===== src/rtl/uart_rx_fifo_pkg.sv =====
// Shared UART definitions: receiver state encodings and receive-FIFO sizing.
package uart_rx_fifo_pkg;

    localparam int UART_RX_FIFO_DEPTH = 16;
    localparam int UART_RX_FIFO_AW    = 4;

    typedef enum logic [2:0] {
        RX_IDLE    = 3'd0,
        RX_START   = 3'd1,
        RX_DATA    = 3'd2,
        RX_STOP    = 3'd3,
        RX_CLEANUP = 3'd4
    } uart_rx_state_t;

endpackage


===== src/rtl/uart_rx_fifo_if.sv =====
// Receiver/bus side signals of the receive FIFO; master drives strobes, slave is the FIFO.
interface uart_rx_fifo_if
    import uart_rx_fifo_pkg::*;
#(
    parameter int ADDR_W = UART_RX_FIFO_AW
);
    logic              i_Rx_DV;
    logic [7:0]        i_Rx_Byte;
    logic              i_Rd;
    logic              i_Clr_Ovr;
    logic              i_Flush;
    logic [7:0]        o_Rd_Data;
    logic [ADDR_W:0]   o_Count;
    logic              o_Empty;
    logic              o_Full;
    logic              o_Ovr;
    logic              o_Irq;

    modport master (
        output i_Rx_DV, i_Rx_Byte, i_Rd, i_Clr_Ovr, i_Flush,
        input  o_Rd_Data, o_Count, o_Empty, o_Full, o_Ovr, o_Irq
    );

    modport slave (
        input  i_Rx_DV, i_Rx_Byte, i_Rd, i_Clr_Ovr, i_Flush,
        output o_Rd_Data, o_Count, o_Empty, o_Full, o_Ovr, o_Irq
    );
endinterface


===== src/rtl/uart_fifo_mem.sv =====
// DEPTH x W register file: one synchronous write port, one asynchronous read port.
module uart_fifo_mem #(
    parameter int DEPTH  = 16,
    parameter int ADDR_W = 4,
    parameter int W      = 8
) (
    input  logic              i_Clock,
    input  logic              i_We,
    input  logic [ADDR_W-1:0] i_Waddr,
    input  logic [W-1:0]      i_Wdata,
    input  logic [ADDR_W-1:0] i_Raddr,
    output logic [W-1:0]      o_Rdata
);
    // Contents are intentionally not reset; occupancy tracking masks stale entries.
    logic [W-1:0] mem_q [DEPTH];

    always_ff @(posedge i_Clock) begin
        if (i_We) mem_q[i_Waddr] <= i_Wdata;
    end

    assign o_Rdata = mem_q[i_Raddr];
endmodule


===== src/rtl/uart_rx_fifo.sv =====
// Receive FIFO between UART receiver and peripheral bus: first-word-fall-through head,
// occupancy, sticky overrun and interrupt level.
module uart_rx_fifo
    import uart_rx_fifo_pkg::*;
#(
    parameter int DEPTH  = UART_RX_FIFO_DEPTH,
    parameter int ADDR_W = UART_RX_FIFO_AW
) (
    input  logic           i_Clock,
    input  logic           rst,
    uart_rx_fifo_if.slave  bus
);
    localparam logic [ADDR_W:0] FULL_CNT = (ADDR_W+1)'(DEPTH);

    logic [ADDR_W-1:0] wr_ptr_q, wr_ptr_d;
    logic [ADDR_W-1:0] rd_ptr_q, rd_ptr_d;
    logic [ADDR_W:0]   count_q,  count_d;
    logic              ovr_q,    ovr_d;

    logic       empty, full, rd_ok, we, mem_we;
    logic [7:0] head;

    assign empty  = (count_q == '0);
    assign full   = (count_q == FULL_CNT);
    assign rd_ok  = bus.i_Rd & ~empty;
    // A pop in the same cycle frees the slot, so a full FIFO still accepts the byte.
    assign we     = bus.i_Rx_DV & (~full | rd_ok);
    assign mem_we = we & ~bus.i_Flush;

    always_comb begin
        wr_ptr_d = wr_ptr_q;
        rd_ptr_d = rd_ptr_q;
        count_d  = count_q;
        if (bus.i_Flush) begin
            wr_ptr_d = '0;
            rd_ptr_d = '0;
            count_d  = '0;
        end else begin
            if (we)    wr_ptr_d = wr_ptr_q + 1'b1;
            if (rd_ok) rd_ptr_d = rd_ptr_q + 1'b1;
            case ({we, rd_ok})
                2'b10:   count_d = count_q + 1'b1;
                2'b01:   count_d = count_q - 1'b1;
                default: count_d = count_q;
            endcase
        end
    end

    // Set beats clear; flush leaves the flag alone and drops the byte silently.
    always_comb begin
        ovr_d = ovr_q;
        if (bus.i_Rx_DV & full & ~rd_ok & ~bus.i_Flush) ovr_d = 1'b1;
        else if (bus.i_Clr_Ovr)                          ovr_d = 1'b0;
    end

    always_ff @(posedge i_Clock or posedge rst) begin
        if (rst) begin
            wr_ptr_q <= '0;
            rd_ptr_q <= '0;
            count_q  <= '0;
            ovr_q    <= 1'b0;
        end else begin
            wr_ptr_q <= wr_ptr_d;
            rd_ptr_q <= rd_ptr_d;
            count_q  <= count_d;
            ovr_q    <= ovr_d;
        end
    end

    uart_fifo_mem #(
        .DEPTH  (DEPTH),
        .ADDR_W (ADDR_W),
        .W      (8)
    ) u_mem (
        .i_Clock (i_Clock),
        .i_We    (mem_we),
        .i_Waddr (wr_ptr_q),
        .i_Wdata (bus.i_Rx_Byte),
        .i_Raddr (rd_ptr_q),
        .o_Rdata (head)
    );

    assign bus.o_Rd_Data = empty ? 8'h00 : head;
    assign bus.o_Count   = count_q;
    assign bus.o_Empty   = empty;
    assign bus.o_Full    = full;
    assign bus.o_Ovr     = ovr_q;
    assign bus.o_Irq     = ~empty | ovr_q;
endmodule


===== src/flat_wrapper.sv =====
// flat-port wrapper written by rule: the top's interface ports become plain ports
module uart_rx_fifo_flat import uart_rx_fifo_pkg::*;
#(
    parameter int DEPTH  = UART_RX_FIFO_DEPTH,
    parameter int ADDR_W = UART_RX_FIFO_AW
)
  (i_Clock, rst, bus_i_Rx_DV, bus_i_Rx_Byte, bus_i_Rd, bus_i_Clr_Ovr, bus_i_Flush, bus_o_Rd_Data, bus_o_Count, bus_o_Empty, bus_o_Full, bus_o_Ovr, bus_o_Irq);
  uart_rx_fifo_if #(.ADDR_W(ADDR_W)) bus_i ();
  input  logic i_Clock;
  input  logic rst;
  input wire logic [$bits(bus_i.i_Rx_DV)-1:0] bus_i_Rx_DV;
  input wire logic [$bits(bus_i.i_Rx_Byte)-1:0] bus_i_Rx_Byte;
  input wire logic [$bits(bus_i.i_Rd)-1:0] bus_i_Rd;
  input wire logic [$bits(bus_i.i_Clr_Ovr)-1:0] bus_i_Clr_Ovr;
  input wire logic [$bits(bus_i.i_Flush)-1:0] bus_i_Flush;
  output wire logic [$bits(bus_i.o_Rd_Data)-1:0] bus_o_Rd_Data;
  output wire logic [$bits(bus_i.o_Count)-1:0] bus_o_Count;
  output wire logic [$bits(bus_i.o_Empty)-1:0] bus_o_Empty;
  output wire logic [$bits(bus_i.o_Full)-1:0] bus_o_Full;
  output wire logic [$bits(bus_i.o_Ovr)-1:0] bus_o_Ovr;
  output wire logic [$bits(bus_i.o_Irq)-1:0] bus_o_Irq;
  assign bus_i.i_Rx_DV = bus_i_Rx_DV;
  assign bus_i.i_Rx_Byte = bus_i_Rx_Byte;
  assign bus_i.i_Rd = bus_i_Rd;
  assign bus_i.i_Clr_Ovr = bus_i_Clr_Ovr;
  assign bus_i.i_Flush = bus_i_Flush;
  assign bus_o_Rd_Data = bus_i.o_Rd_Data;
  assign bus_o_Count = bus_i.o_Count;
  assign bus_o_Empty = bus_i.o_Empty;
  assign bus_o_Full = bus_i.o_Full;
  assign bus_o_Ovr = bus_i.o_Ovr;
  assign bus_o_Irq = bus_i.o_Irq;
  uart_rx_fifo #(.DEPTH(DEPTH), .ADDR_W(ADDR_W)) u_core (.i_Clock(i_Clock), .rst(rst), .bus(bus_i));
endmodule

===== config.mk =====
export PLATFORM = sky130hd
export DESIGN_NAME = uart_rx_fifo_flat
export DESIGN_NICKNAME = d
export VERILOG_FILES = /design/src/rtl/uart_rx_fifo_pkg.sv /design/src/rtl/uart_rx_fifo_if.sv /design/src/rtl/uart_fifo_mem.sv /design/src/rtl/uart_rx_fifo.sv /design/src/flat_wrapper.sv
export SDC_FILE = /design/constraint.sdc
export NUM_CORES = 1
export LEC_CHECK = 0
export BUFFER_PORTS_ARGS = -buffer_cell sky130_fd_sc_hd__buf_2
export CORE_MARGIN = 1
export CORE_UTILIZATION = 31
export CTS_BUF_LIST = sky130_fd_sc_hd__clkbuf_4 sky130_fd_sc_hd__clkbuf_8 sky130_fd_sc_hd__clkbuf_16
export DETAILED_ROUTE_END_ITERATION = 8
export PLACE_DENSITY = 0.58
export SYNTH_ARGS = -nofsm -noshare
export SYNTH_HDL_FRONTEND = slang
export SYNTH_HIERARCHICAL = 1
export SYNTH_SLANG_ARGS = --single-unit

===== constraint.sdc =====
create_clock -name i_Clock -period 2.7 [get_ports i_Clock]
set_clock_uncertainty 0.2 [all_clocks]
set_input_delay 0.135 -clock i_Clock [delete_from_list [all_inputs] [get_ports i_Clock]]
set_output_delay 0.135 -clock i_Clock [all_outputs]
set_load 0.005 [all_outputs]

==> flow_metrics.py, run 1 <==
metrics = {
    "synth": {
        "synth_seq_cells": 142,
        "synth-seq-area-share_pct": 69.9,
        "syn_avg_cell_area_um2": 18.2,
        "syn_area_um2": 6000,
        "synth.most_common_cell": "edfxtp_1",
        "synth.top_cells.by_count": "128 x edfxtp_1, 22 x nor2_1, 18 x mux4_2",
        "async_reset_ff_share_pct": 9.86,
        "ys_types": 49,
        "synth_area_leaders": "edfxtp_1 64%, mux4_2 6.8%, mux4_1 6.1%",
        "ys.flop_type": "edfxtp_1",
        "synth_edf_count": 128,
        "synth_warnings": 6,
        "synth_area_leader_cell": "edfxtp_1",
        "yosysTopAreaCellShare_pct": 64.1,
        "synthCells": 330,
        "synth_fp_nets": 350,
    },
    "floorplanning": {
        "io_pins": 31,
        "core_um2": 18800,
        "rows": 50,
        "die_w_um": 141,
        "start_util_pct": 31.8,
        "die_h_um": 141,
        "dieArea_um2": 19900,
    },
    "clock_network": {
        "cts_inserted_buffers": 17,
        "clockBufferDepth": 2,
        "cts.clk_slew.worst_paths_ns": 0.06,
        "cts_tree": "done",
        "cts.sinks": 142,
        "htreeDepth": 4,
        "clk_latency_ns": 0.41,
        "cts-root-buf": "clkbuf_16",
    },
    "pwr": {
        "power_switching_w": 0.00172,
        "power.leakage_nw": 2.55,
        "p_per_area_nw_per_um2": 844,
        "ir_drop_v": 0.000458,
        "clkPwrFrac_pct": 36.2,
        "internal-power_w": 0.00457,
        "power_frac_comb_pct": 24.0,
        "swShare_pct": 27.4,
        "power_frac_seq_pct": 39.8,
    },
    "worst_setup_path": {
        "path_cells": "buf_12 > mux4_1 > a22oi_1 > nand2_1 > nor2b_1 > buf_2",
        "crit_buf_inv": 2,
        "cp.required_ns": 2.37,
        "criticalPathCategory": "flip-flop to output pin",
        "cpMaxStageDelayCell": "mux4_1",
        "cpPeakStageDelay_ns": 0.56,
        "cp_top_family": "multiplexers",
        "cp-start-kind": "flip-flop",
        "rrSetupSlack_ns": 0.11,
        "critPathArrivalTime_ns": 2.28,
        "cp-end-kind": "output pin",
        "worstPathMaxFanout": 16,
    },
    "timing": {
        "maxSlewHeadroom_pct": 46.5,
        "layout_worst_path_cycle_share_pct": 96.8,
        "rsz0062_at_grt": "no",
        "slew_violations": 0,
        "min_period_ns": 2.61,
        "worst_pin_slew_ns": 0.798,
        "setup_viol": 0,
        "hold_viol": 0,
        "fmax_mhz": 383,
        "fin_tns_setup_ns": 0,
    },
    "finish": {
        "nets": 432,
        "seq_area_um2": 4200,
        "multiInputGateArea_um2": 1720,
        "final_core_util_pct": 39.6,
        "fill_cells": 1708,
        "antenna_cells": 0,
        "area_growth_pct": 24.2,
        "drive_above_1_share_pct": 32.2,
    },
    "placement": {
        "port_buffers": 30,
        "hpwlAfterDp_um": 7890,
        "gp_congestion": 0.778,
    },
    "job": {
        "maxCapViolations": 0,
    },
    "grt": {
        "grt_pass1_vias": 3389,
        "grt_usage_pct": 13.5,
        "grt_pass1_wl_um": 19300,
        "grt-ovfl-total": 0,
        "grt_max_degree": 36,
        "grt_antenna_before_repair": 0,
    },
    "detailed_routing": {
        "drc": 0,
        "wl_per_cell_um": 18.0,
        "final_antenna_net_count": 0,
        "dr.pass1.iters": 4,
        "drt-total-wl_um": 12400,
        "initialDrtViolationCount": 184,
        "vias": 3289,
        "routed_via_density": 4.80,
    },
    "run_status": {
        "outcome": "completed",
    },
    "hold_path": {
        "hp-class": "input pin to flip-flop",
    },
}
[power groups by stage]
stage	logic, W	clock network [W]	registers [W]
global route	0.00165	0.00243	0.00251
floorplan	0.000876	0	0.00257
finish	0.00151	0.00228	0.00251
detailed placement	0.00143	0	0.00255
global placement	0.00139	0	0.00255
CTS	0.00147	0.00232	0.00251
[logic make-up after synthesis]
| family | after synthesis | synth area share [%] |
|---|---|---|
| simple gates | 75 | 6.41 |
| xor+xnor | 5 | 0.730 |
| buf+inv | 24 | 2.46 |
| compound gates | 44 | 5.86 |
| flops | 142 | 69.9 |
| fa+ha+maj | 6 | 1.38 |
| mux | 34 | 13.2 |
[worst paths after layout]
| kind | end | cells after the start | from |
|---|---|---|---|
| worst min-delay path | u_core/wr_ptr_q[0]$_DFFE_PP0P_ | 5 | bus_i_Rd |
| max in group asynchronous | u_core/rd_ptr_q[0]$_DFFE_PP0P_ | 3 | rst |
| worst min register to register | u_core/bus.o_Ovr$_DFFE_PP0P_ | 2 | u_core/bus.o_Ovr$_DFFE_PP0P_ |
| worst max register to register | u_core/bus.o_Count[4]$_DFFE_PP0P_ | 8 | u_core/bus.o_Count[3]$_DFFE_PP0P_ |
| worst max-delay path | bus_o_Rd_Data[5] | 6 | u_core/rd_ptr_q[0]$_DFFE_PP0P_ |
| min in group asynchronous | u_core/bus.o_Count[2]$_DFFE_PP0P_ | 3 | rst |
[sequential cells by signal, summed over array words and instances, names as in the netlist]
register            cells
u_core/bus.o_Ovr        1
u_core/wr_ptr_q         4
u_core/u_mem/mem_q    128
u_core/rd_ptr_q         4
u_core/bus.o_Count      5
[cell type report]
type,instances,share of cell area [%]
Tap cell,260,4.37
Clock inverter,15,2.13
Timing Repair Buffer,79,8.03
Multi-Input combinational cell,164,23.0
Inverter,8,0.403
Sequential cell,142,56.3
Clock buffer,17,5.71
[repair_timing]
| item | CTS | global route |
|---|---|---|
| gates cloned | 0 | 0 |
| endpoints found under the hold margin | 155 | 0 |
| buffers inserted | 0 | 6 |
| resized for setup | 4 | 4 |
| endpoints found under the setup margin | 4 | 7 |
| hold buffers | 12 | 0 |
[per-stage QoR]
| step | hold slack, ns | worst slack (ns) | total power [W] | std cells | cell area, um^2 |
|---|---|---|---|---|---|
| floorplan | -0.176 | 0.00833 | 0.00344 | 330 | 6020 |
| global placement | 0.0173 | 0.0823 | 0.00394 | 635 | 6650 |
| detailed placement | 0.0266 | 0.0215 | 0.00398 | 635 | 6650 |
| CTS | 0.0715 | 0.0199 | 0.00630 | 679 | 7370 |
| global route | 0.0946 | 0.0126 | 0.00659 | 685 | 7450 |
| finish | 0.0911 | 0.0861 | 0.00629 | 685 | 7450 |
[metal layers]
layer	wire, um	vias to the layer above	track usage [%]
met5	0	-	0
li1	-	1506	-
met3	536	11	3.63
met4	206	0	5.72
met1	5520	1694	16.8
met2	6100	78	22.1
[worst register-to-register path: stages, from the launching register on]
cell and delay (ns):
dfrtp_2 0.41, or4_4 0.59, o211ai_4 0.22, inv_2 0.09
ha_2 0.19, or2_2 0.30, o21a_1 0.19, o2111ai_1 0.19
a21oi_1 0.09
[cell usage in the layout (no fill, tap or decap), types with 2 or more instances in the layout]
cell type and instances:
clkbuf_16 17, edfxtp_1 128, or2_2 2, nand3_1 7, a22oi_2 5, buf_12 4, mux4_2 18, inv_1 7
nor2b_1 12, buf_4 33, inv_8 2, o211ai_1 3, a22oi_1 11, o21ai_0 4, nand2_1 12, nand4b_1 2
a21o_1 2, o2111ai_1 2, clkinvlp_4 4, nor3_1 3, clkinv_1 3, bufinv_16 2, mux4_1 14, inv_6 4
nor2_1 22, a21oi_1 4, nand2b_1 3, xor2_1 4, ha_1 3, dfrtp_2 3, o41ai_1 3, buf_2 30
dfrtp_1 11, dlygate4sd3_1 12, nand3b_1 3, mux2i_1 2
Note: power is estimated with default switching activity, not from simulation.
==> inputs of run 2 (changes only) <==
--- a/config.mk
+++ b/config.mk
@@ -7,10 +7,11 @@
 export LEC_CHECK = 0
 export BUFFER_PORTS_ARGS = -buffer_cell sky130_fd_sc_hd__buf_2
 export CORE_MARGIN = 1
-export CORE_UTILIZATION = 31
+export CORE_UTILIZATION = 55
 export CTS_BUF_LIST = sky130_fd_sc_hd__clkbuf_4 sky130_fd_sc_hd__clkbuf_8 sky130_fd_sc_hd__clkbuf_16
 export DETAILED_ROUTE_END_ITERATION = 8
-export PLACE_DENSITY = 0.58
+export PLACE_DENSITY = 0.86
+export SLEW_MARGIN = 25
 export SYNTH_ARGS = -nofsm -noshare
 export SYNTH_HDL_FRONTEND = slang
 export SYNTH_HIERARCHICAL = 1
==> run 2 against run 1 <==
  * Critical path depth decreased by 1
  * Die area decreased by 43%
  * Critical path type unchanged
  * Global-route usage increased by 16 points
  * Sequential power about the same
  * Worst setup slack got worse by 0.22 ns
  * Count of clock-buffer cells in the layout increased by 1
  * Wire length increased by 27%
  * Non-clock buffer count decreased by 1
  * Flip-flop and latch count unchanged
  * Combinational power increased by 11%
  * Cell area decreased by 0.65%
  * The run now ends with negative setup slack left
==> flow_metrics.py, run 2 (synthesis results as in run 1) <==
metrics = {
    "worst_setup_path": {
        "cp-start-kind": "flip-flop",
        "cp-end-kind": "output pin",
        "criticalPathCategory": "flip-flop to output pin",
        "critPathArrivalTime_ns": 2.50,
        "worstPathMaxFanout": 8,
        "cp.required_ns": 2.37,
    },
    "timing": {
        "worst_slack_ns": -0.130,
        "fmax_mhz": 353,
        "holdWs_ns": 0.0183,
        "rsz0062_at_grt": "yes",
        "fin_tns_setup_ns": -0.406,
        "min_period_ns": 2.83,
        "slew_violations": 0,
        "setup_viol": 8,
        "hold_viol": 0,
        "worst_pin_slew_ns": 0.937,
        "maxSlewHeadroom_pct": 37.4,
        "layout_worst_path_cycle_share_pct": 105,
    },
    "finish": {
        "multiInputGateArea_um2": 1760,
        "antenna_cells": 0,
        "final_cells": 560,
        "seq_area_um2": 4200,
        "fill_cells": 549,
        "area_growth_pct": 23.4,
        "nets": 431,
        "drive_above_1_share_pct": 36.6,
        "final_core_util_pct": 70.7,
        "largest_reg_flops": 128,
        "regMostFlops": "u_core/u_mem/mem_q",
        "final_cell_mix": "128 x edfxtp_1, 30 x buf_2, 28 x buf_4",
        "final_common_cell": "edfxtp_1",
    },
    "floorplanning": {
        "rows": 37,
        "start_util_pct": 57.3,
        "core_um2": 10500,
        "die_h_um": 106,
        "die_w_um": 106,
        "io_pins": 31,
        "dieArea_um2": 11300,
    },
    "grt": {
        "grt-ovfl-total": 0,
        "grt_max_degree": 36,
        "grt_usage_pct": 29.0,
        "grt_antenna_before_repair": 0,
        "grt_pass1_wl_um": 23000,
        "grt_pass1_vias": 3779,
    },
    "detailed_routing": {
        "dr.pass1.iters": 6,
        "wl_per_cell_um": 28.1,
        "vias": 3703,
        "routed_via_density": 6.61,
        "drt-total-wl_um": 15800,
        "final_antenna_net_count": 0,
        "drc": 0,
        "initialDrtViolationCount": 479,
    },
    "pwr": {
        "p_per_area_nw_per_um2": 904,
        "ir_drop_v": 0.000510,
        "power.leakage_nw": 2.58,
    },
    "clock_network": {
        "htreeDepth": 4,
        "cts_inserted_buffers": 17,
        "cts.clk_slew.worst_paths_ns": 0.06,
        "clockBufferDepth": 2,
        "clk_latency_ns": 0.52,
        "cts.sinks": 142,
        "cts_tree": "done",
        "cts-root-buf": "clkbuf_8",
    },
    "placement": {
        "gp_congestion": 0.812,
        "dp.cells": 503,
        "hpwlAfterDp_um": 7590,
        "dp_worst_setup_slack_ns": -0.00636,
        "port_buffers": 30,
    },
    "job": {
        "maxCapViolations": 0,
    },
    "hold_path": {
        "hp-class": "input pin to async pin",
    },
    "run_status": {
        "violations": "negative setup slack",
        "outcome": "finished, violations left",
    },
}
-- run 2: cell types whose count changed in the layout (fill, tap and decap cells not counted), sizes merged --
cell	before	now
bufinv	2	5
inv	14	9
clkinvlp	4	3
dlygate4sd3	12	14
buf	67	64
clkinv	3	5
clkbuf	17	18
-- run 2: path summary, 6_finish.rpt --
kind	start	to	slack [ns]	depth (start not counted)
worst min register to register	u_core/bus.o_Count[0]$_DFFE_PP0P_	u_core/bus.o_Count[0]$_DFFE_PP0P_	0.49	3
min in group i_Clock	bus_i_Rx_DV	u_core/bus.o_Count[4]$_DFFE_PP0P_	0.36	4
max in group asynchronous	rst	u_core/rd_ptr_q[0]$_DFFE_PP0P_	1.85	3
worst min-delay path	rst	u_core/wr_ptr_q[3]$_DFFE_PP0P_	0.02	3
worst max-delay path	u_core/rd_ptr_q[3]$_DFFE_PP0P_	bus_o_Rd_Data[6]	-0.13	5
worst max register to register	u_core/bus.o_Count[3]$_DFFE_PP0P_	u_core/bus.o_Count[3]$_DFFE_PP0P_	0.07	8
-- run 2: metrics by stage --
stage               instance area (um^2)  total power, W
finish                              7400         0.00669
floorplan                           6020         0.00344
detailed placement                  6410         0.00389
CTS                                 7270         0.00651
global placement                    6410         0.00383
global route                        7400         0.00691
-- run 2: layout make-up --
type / instances / share of cell area, %
clock inverter: 14 / 2.92
sequential: 142 / 56.7
inverter: 8 / 0.406
timing repair buffer: 78 / 8.25
multi-input combinational: 164 / 23.7
tap: 136 / 2.30
clock buffer: 18 / 5.70
-- run 2: critical path, cell delays in order (launching register included) --
cell and delay, ns:
dfrtp_1 0.52, nor2b_1 0.80, a22oi_2 0.24, nand2_1 0.15, nor2b_1 0.13, buf_2 0.14
-- run 2: routing by layer --
layer | routed length, um | vias to the layer above | global-route usage (%)
li1 | - | 1499 | -
met1 | 5570 | 1851 | 35.4
met2 | 8200 | 295 | 48.9
met3 | 1360 | 58 | 7.48
met4 | 627 | 0 | 13.2
met5 | 0 | - | 0
-- run 2: where the power goes --
group / leakage [nW] / switching, W / internal (W) / total (W)
clock: 0.306 / 0.000903 / 0.00161 / 0.00251
combinational: 0.931 / 0.000906 / 0.000765 / 0.00167
sequential: 1.34 / 0.0000506 / 0.00246 / 0.00251
-- run 2: timing repair --
item                       4_1_cts  5_1_grt
setup buffers                    2        9
hold buffers                    14        0
setup endpoints to repair       36       26
resized for setup               10       24
hold endpoints to repair       156        0
pin swaps                        1       11
cloned                           1        0
==> inputs of run 3 (changes only) <==
--- a/config.mk
+++ b/config.mk
@@ -6,7 +6,7 @@
 export NUM_CORES = 1
 export LEC_CHECK = 0
 export BUFFER_PORTS_ARGS = -buffer_cell sky130_fd_sc_hd__buf_2
-export CORE_MARGIN = 1
+export CORE_ASPECT_RATIO = 0.75
 export CORE_UTILIZATION = 55
 export CTS_BUF_LIST = sky130_fd_sc_hd__clkbuf_4 sky130_fd_sc_hd__clkbuf_8 sky130_fd_sc_hd__clkbuf_16
 export DETAILED_ROUTE_END_ITERATION = 8
==> run 3 against run 2 <==
  * The flow now finishes without violations
  * Non-clock buffer count fell by 5
  * Register-to-register slack improved by 0.05 ns
  * Largest power group unchanged
  * Wire length fell by 12%
  * Critical endpoint is now bus_o_Rd_Data[3]
  * Highest routed layer unchanged
==> flow_metrics.py, run 3 (synthesis results as in run 1) <==
metrics = {
    "placement": {
        "gp_congestion": 0.879,
        "hpwlAfterDp_um": 7940,
        "dpl_cell_area_um2": 6460,
        "port_buffers": 30,
    },
    "worst_setup_path": {
        "critPathArrivalTime_ns": 2.29,
        "rr_worst_depth": 8,
        "worstSetupPathDepth": 6,
        "cp-end-kind": "output pin",
        "cp_top_family": "multiplexers",
        "worstPathMaxFanout": 10,
        "reg2reg_to": "u_core/bus.o_Count[4]$_DFFE_PP0P_",
        "r2r_start": "u_core/bus.o_Count[3]$_DFFE_PP0P_",
        "crit_buf_inv": 2,
        "criticalPathCategory": "flip-flop to output pin",
        "path_cells": "buf_4 > mux4_1 > a22oi_2 > nand2_1 > nor2b_1 > buf_2",
        "rrSetupSlack_ns": 0.12,
        "cpMaxStageDelayCell": "mux4_1",
        "cp.required_ns": 2.37,
        "cpPeakStageDelay_ns": 0.62,
        "cp-start-kind": "flip-flop",
    },
    "clock_network": {
        "cts-root-buf": "clkbuf_16",
        "htreeDepth": 4,
        "cts.sinks": 142,
        "cts_tree": "done",
        "cts.clk_slew.worst_paths_ns": 0.06,
        "clk_latency_ns": 0.42,
        "cts_inserted_buffers": 17,
        "clockBufferDepth": 2,
    },
    "detailed_routing": {
        "vias": 3583,
        "final_antenna_net_count": 0,
        "drc": 0,
        "wl_per_cell_um": 25.0,
        "drt-total-wl_um": 13900,
        "routed_via_density": 6.46,
        "dr.pass1.iters": 5,
        "initialDrtViolationCount": 479,
    },
    "grt": {
        "grt_max_degree": 26,
        "grt_antenna_before_repair": 0,
        "grt-ovfl-total": 0,
        "grt_pass1_wl_um": 20900,
        "grt_pass1_vias": 3621,
        "grt_usage_pct": 26.9,
    },
    "pwr": {
        "ir_drop_v": 0.000559,
        "p_per_area_nw_per_um2": 876,
        "swShare_pct": 27.9,
        "power_frac_comb_pct": 23.6,
        "power_frac_seq_pct": 39.5,
        "power.leakage_nw": 2.53,
        "clkPwrFrac_pct": 36.9,
        "internal-power_w": 0.00457,
        "power_switching_w": 0.00177,
    },
    "hold_path": {
        "hold_start": "bus_i_Rd",
        "min_to": "u_core/rd_ptr_q[2]$_DFFE_PP0P_",
        "holdPathStages": 4,
        "hp-class": "input pin to flip-flop",
    },
    "finish": {
        "regMostFlops": "u_core/u_mem/mem_q",
        "nets": 426,
        "final_cell_mix": "128 x edfxtp_1, 30 x buf_2, 29 x buf_4",
        "final_core_util_pct": 69.3,
        "largest_reg_flops": 128,
        "final_common_cell": "edfxtp_1",
        "area_growth_pct": 20.8,
        "finalInstanceArea_um2": 7240,
        "drive_above_1_share_pct": 31.7,
        "antenna_cells": 0,
    },
    "timing": {
        "slew_violations": 0,
        "rsz0062_at_grt": "yes",
        "layout_worst_path_cycle_share_pct": 97.1,
        "worst_pin_slew_ns": 0.899,
        "fmax_mhz": 382,
        "setup_viol": 0,
        "maxSlewHeadroom_pct": 39.8,
        "hold_viol": 0,
        "min_period_ns": 2.62,
    },
    "floorplanning": {
        "core_um2": 10500,
        "die_w_um": 123,
        "io_pins": 31,
        "die_h_um": 92.4,
        "rows": 32,
        "start_util_pct": 57.4,
        "dieArea_um2": 11300,
    },
    "run_status": {
        "outcome": "completed",
    },
    "job": {
        "maxCapViolations": 0,
    },
}
[run 3: cell count changes in the layout (fill, tap and decap cells not counted), sizes merged]
cell,change
dlygate4sd3,-1
bufinv,-2
clkinv,+3
clkbuf,-1
buf,-4
[run 3: worst max path at each step]
stage / startpoint / endpoint / slack [ns]
6_report: u_core/rd_ptr_q[0]$_DFFE_PP0P_ / bus_o_Rd_Data[3] / 0.08
5_1_grt: u_core/rd_ptr_q[0]$_DFFE_PP0P_ / bus_o_Rd_Data[0] / -0.03
4_1_cts: u_core/rd_ptr_q[0]$_DFFE_PP0P_ / bus_o_Rd_Data[0] / 0.02
3_5_place_dp: u_core/bus.o_Count[3]$_DFFE_PP0P_ / u_core/bus.o_Count[4]$_DFFE_PP0P_ / 0.07
3_3_place_gp: u_core/bus.o_Count[3]$_DFFE_PP0P_ / u_core/bus.o_Count[4]$_DFFE_PP0P_ / 0.12
2_1_floorplan: u_core/bus.o_Count[3]$_DFFE_PP0P_ / u_core/bus.o_Count[4]$_DFFE_PP0P_ / 0.008
[run 3: area by class of cell]
| class | instances | area [um^2] |
|---|---|---|
| Fill cell | 611 | 3210 |
| Timing Repair Buffer | 73 | 518 |
| Clock buffer | 17 | 425 |
| Tap cell | 136 | 170 |
| Inverter | 8 | 30.0 |
| Sequential cell | 142 | 4200 |
| Multi-Input combinational cell | 164 | 1730 |
| Clock inverter | 15 | 171 |
[run 3: per-layer routing]
| metal | global-route usage (%) | vias to the layer above | wire (um) |
|---|---|---|---|
| met5 | 0 | - | 0 |
| met4 | 14.3 | 0 | 369 |
| met3 | 8.62 | 39 | 1560 |
| met2 | 39.4 | 243 | 6600 |
| met1 | 36.0 | 1807 | 5370 |
| li1 | - | 1494 | - |
[run 3: per-stage QoR]
stage	power (W)	worst slack, ns	hold WS, ns	setup TNS, ns	instances
6_report	0.00635	0.0796	0.0323	0	555
5_1_grt	0.00655	-0.0297	0.0949	-0.0379	555
4_1_cts	0.00630	0.0158	0.0325	0	555
3_5_place_dp	0.00391	0.0676	0.00162	0	510
3_3_place_gp	0.00385	0.119	0.00771	0	510
2_1_floorplan	0.00344	0.00833	-0.176	0	330
[run 3: repair_timing]
| action | in CTS | in global routing |
|---|---|---|
| gates cloned | 0 | 0 |
| gates resized for setup | 2 | 9 |
| hold endpoints to repair | 156 | 0 |
| buffers inserted | 0 | 0 |
| hold buffers | 13 | 0 |
| pin swaps | 0 | 2 |
| endpoints found under the setup margin | 11 | 9 |
[run 3: worst register-to-register path, cell delays in order, from the launching register on]
cell,delay (ns)
dfrtp_2,0.40
or4_4,0.59
o211ai_4,0.23
inv_2,0.10
ha_2,0.19
or2_2,0.29
o21a_1,0.19
o2111ai_1,0.20
a21oi_1,0.09
[run 3: power groups by stage]
| stage | clock network [W] | logic, W | registers (W) |
|---|---|---|---|
| 3_5_place_dp | 0 | 0.00136 | 0.00254 |
| 2_1_floorplan | 0 | 0.000876 | 0.00257 |
| 5_1_grt | 0.00244 | 0.00160 | 0.00251 |
| 6_report | 0.00234 | 0.00150 | 0.00250 |
| 3_3_place_gp | 0 | 0.00131 | 0.00254 |
| 4_1_cts | 0.00234 | 0.00146 | 0.00250 |
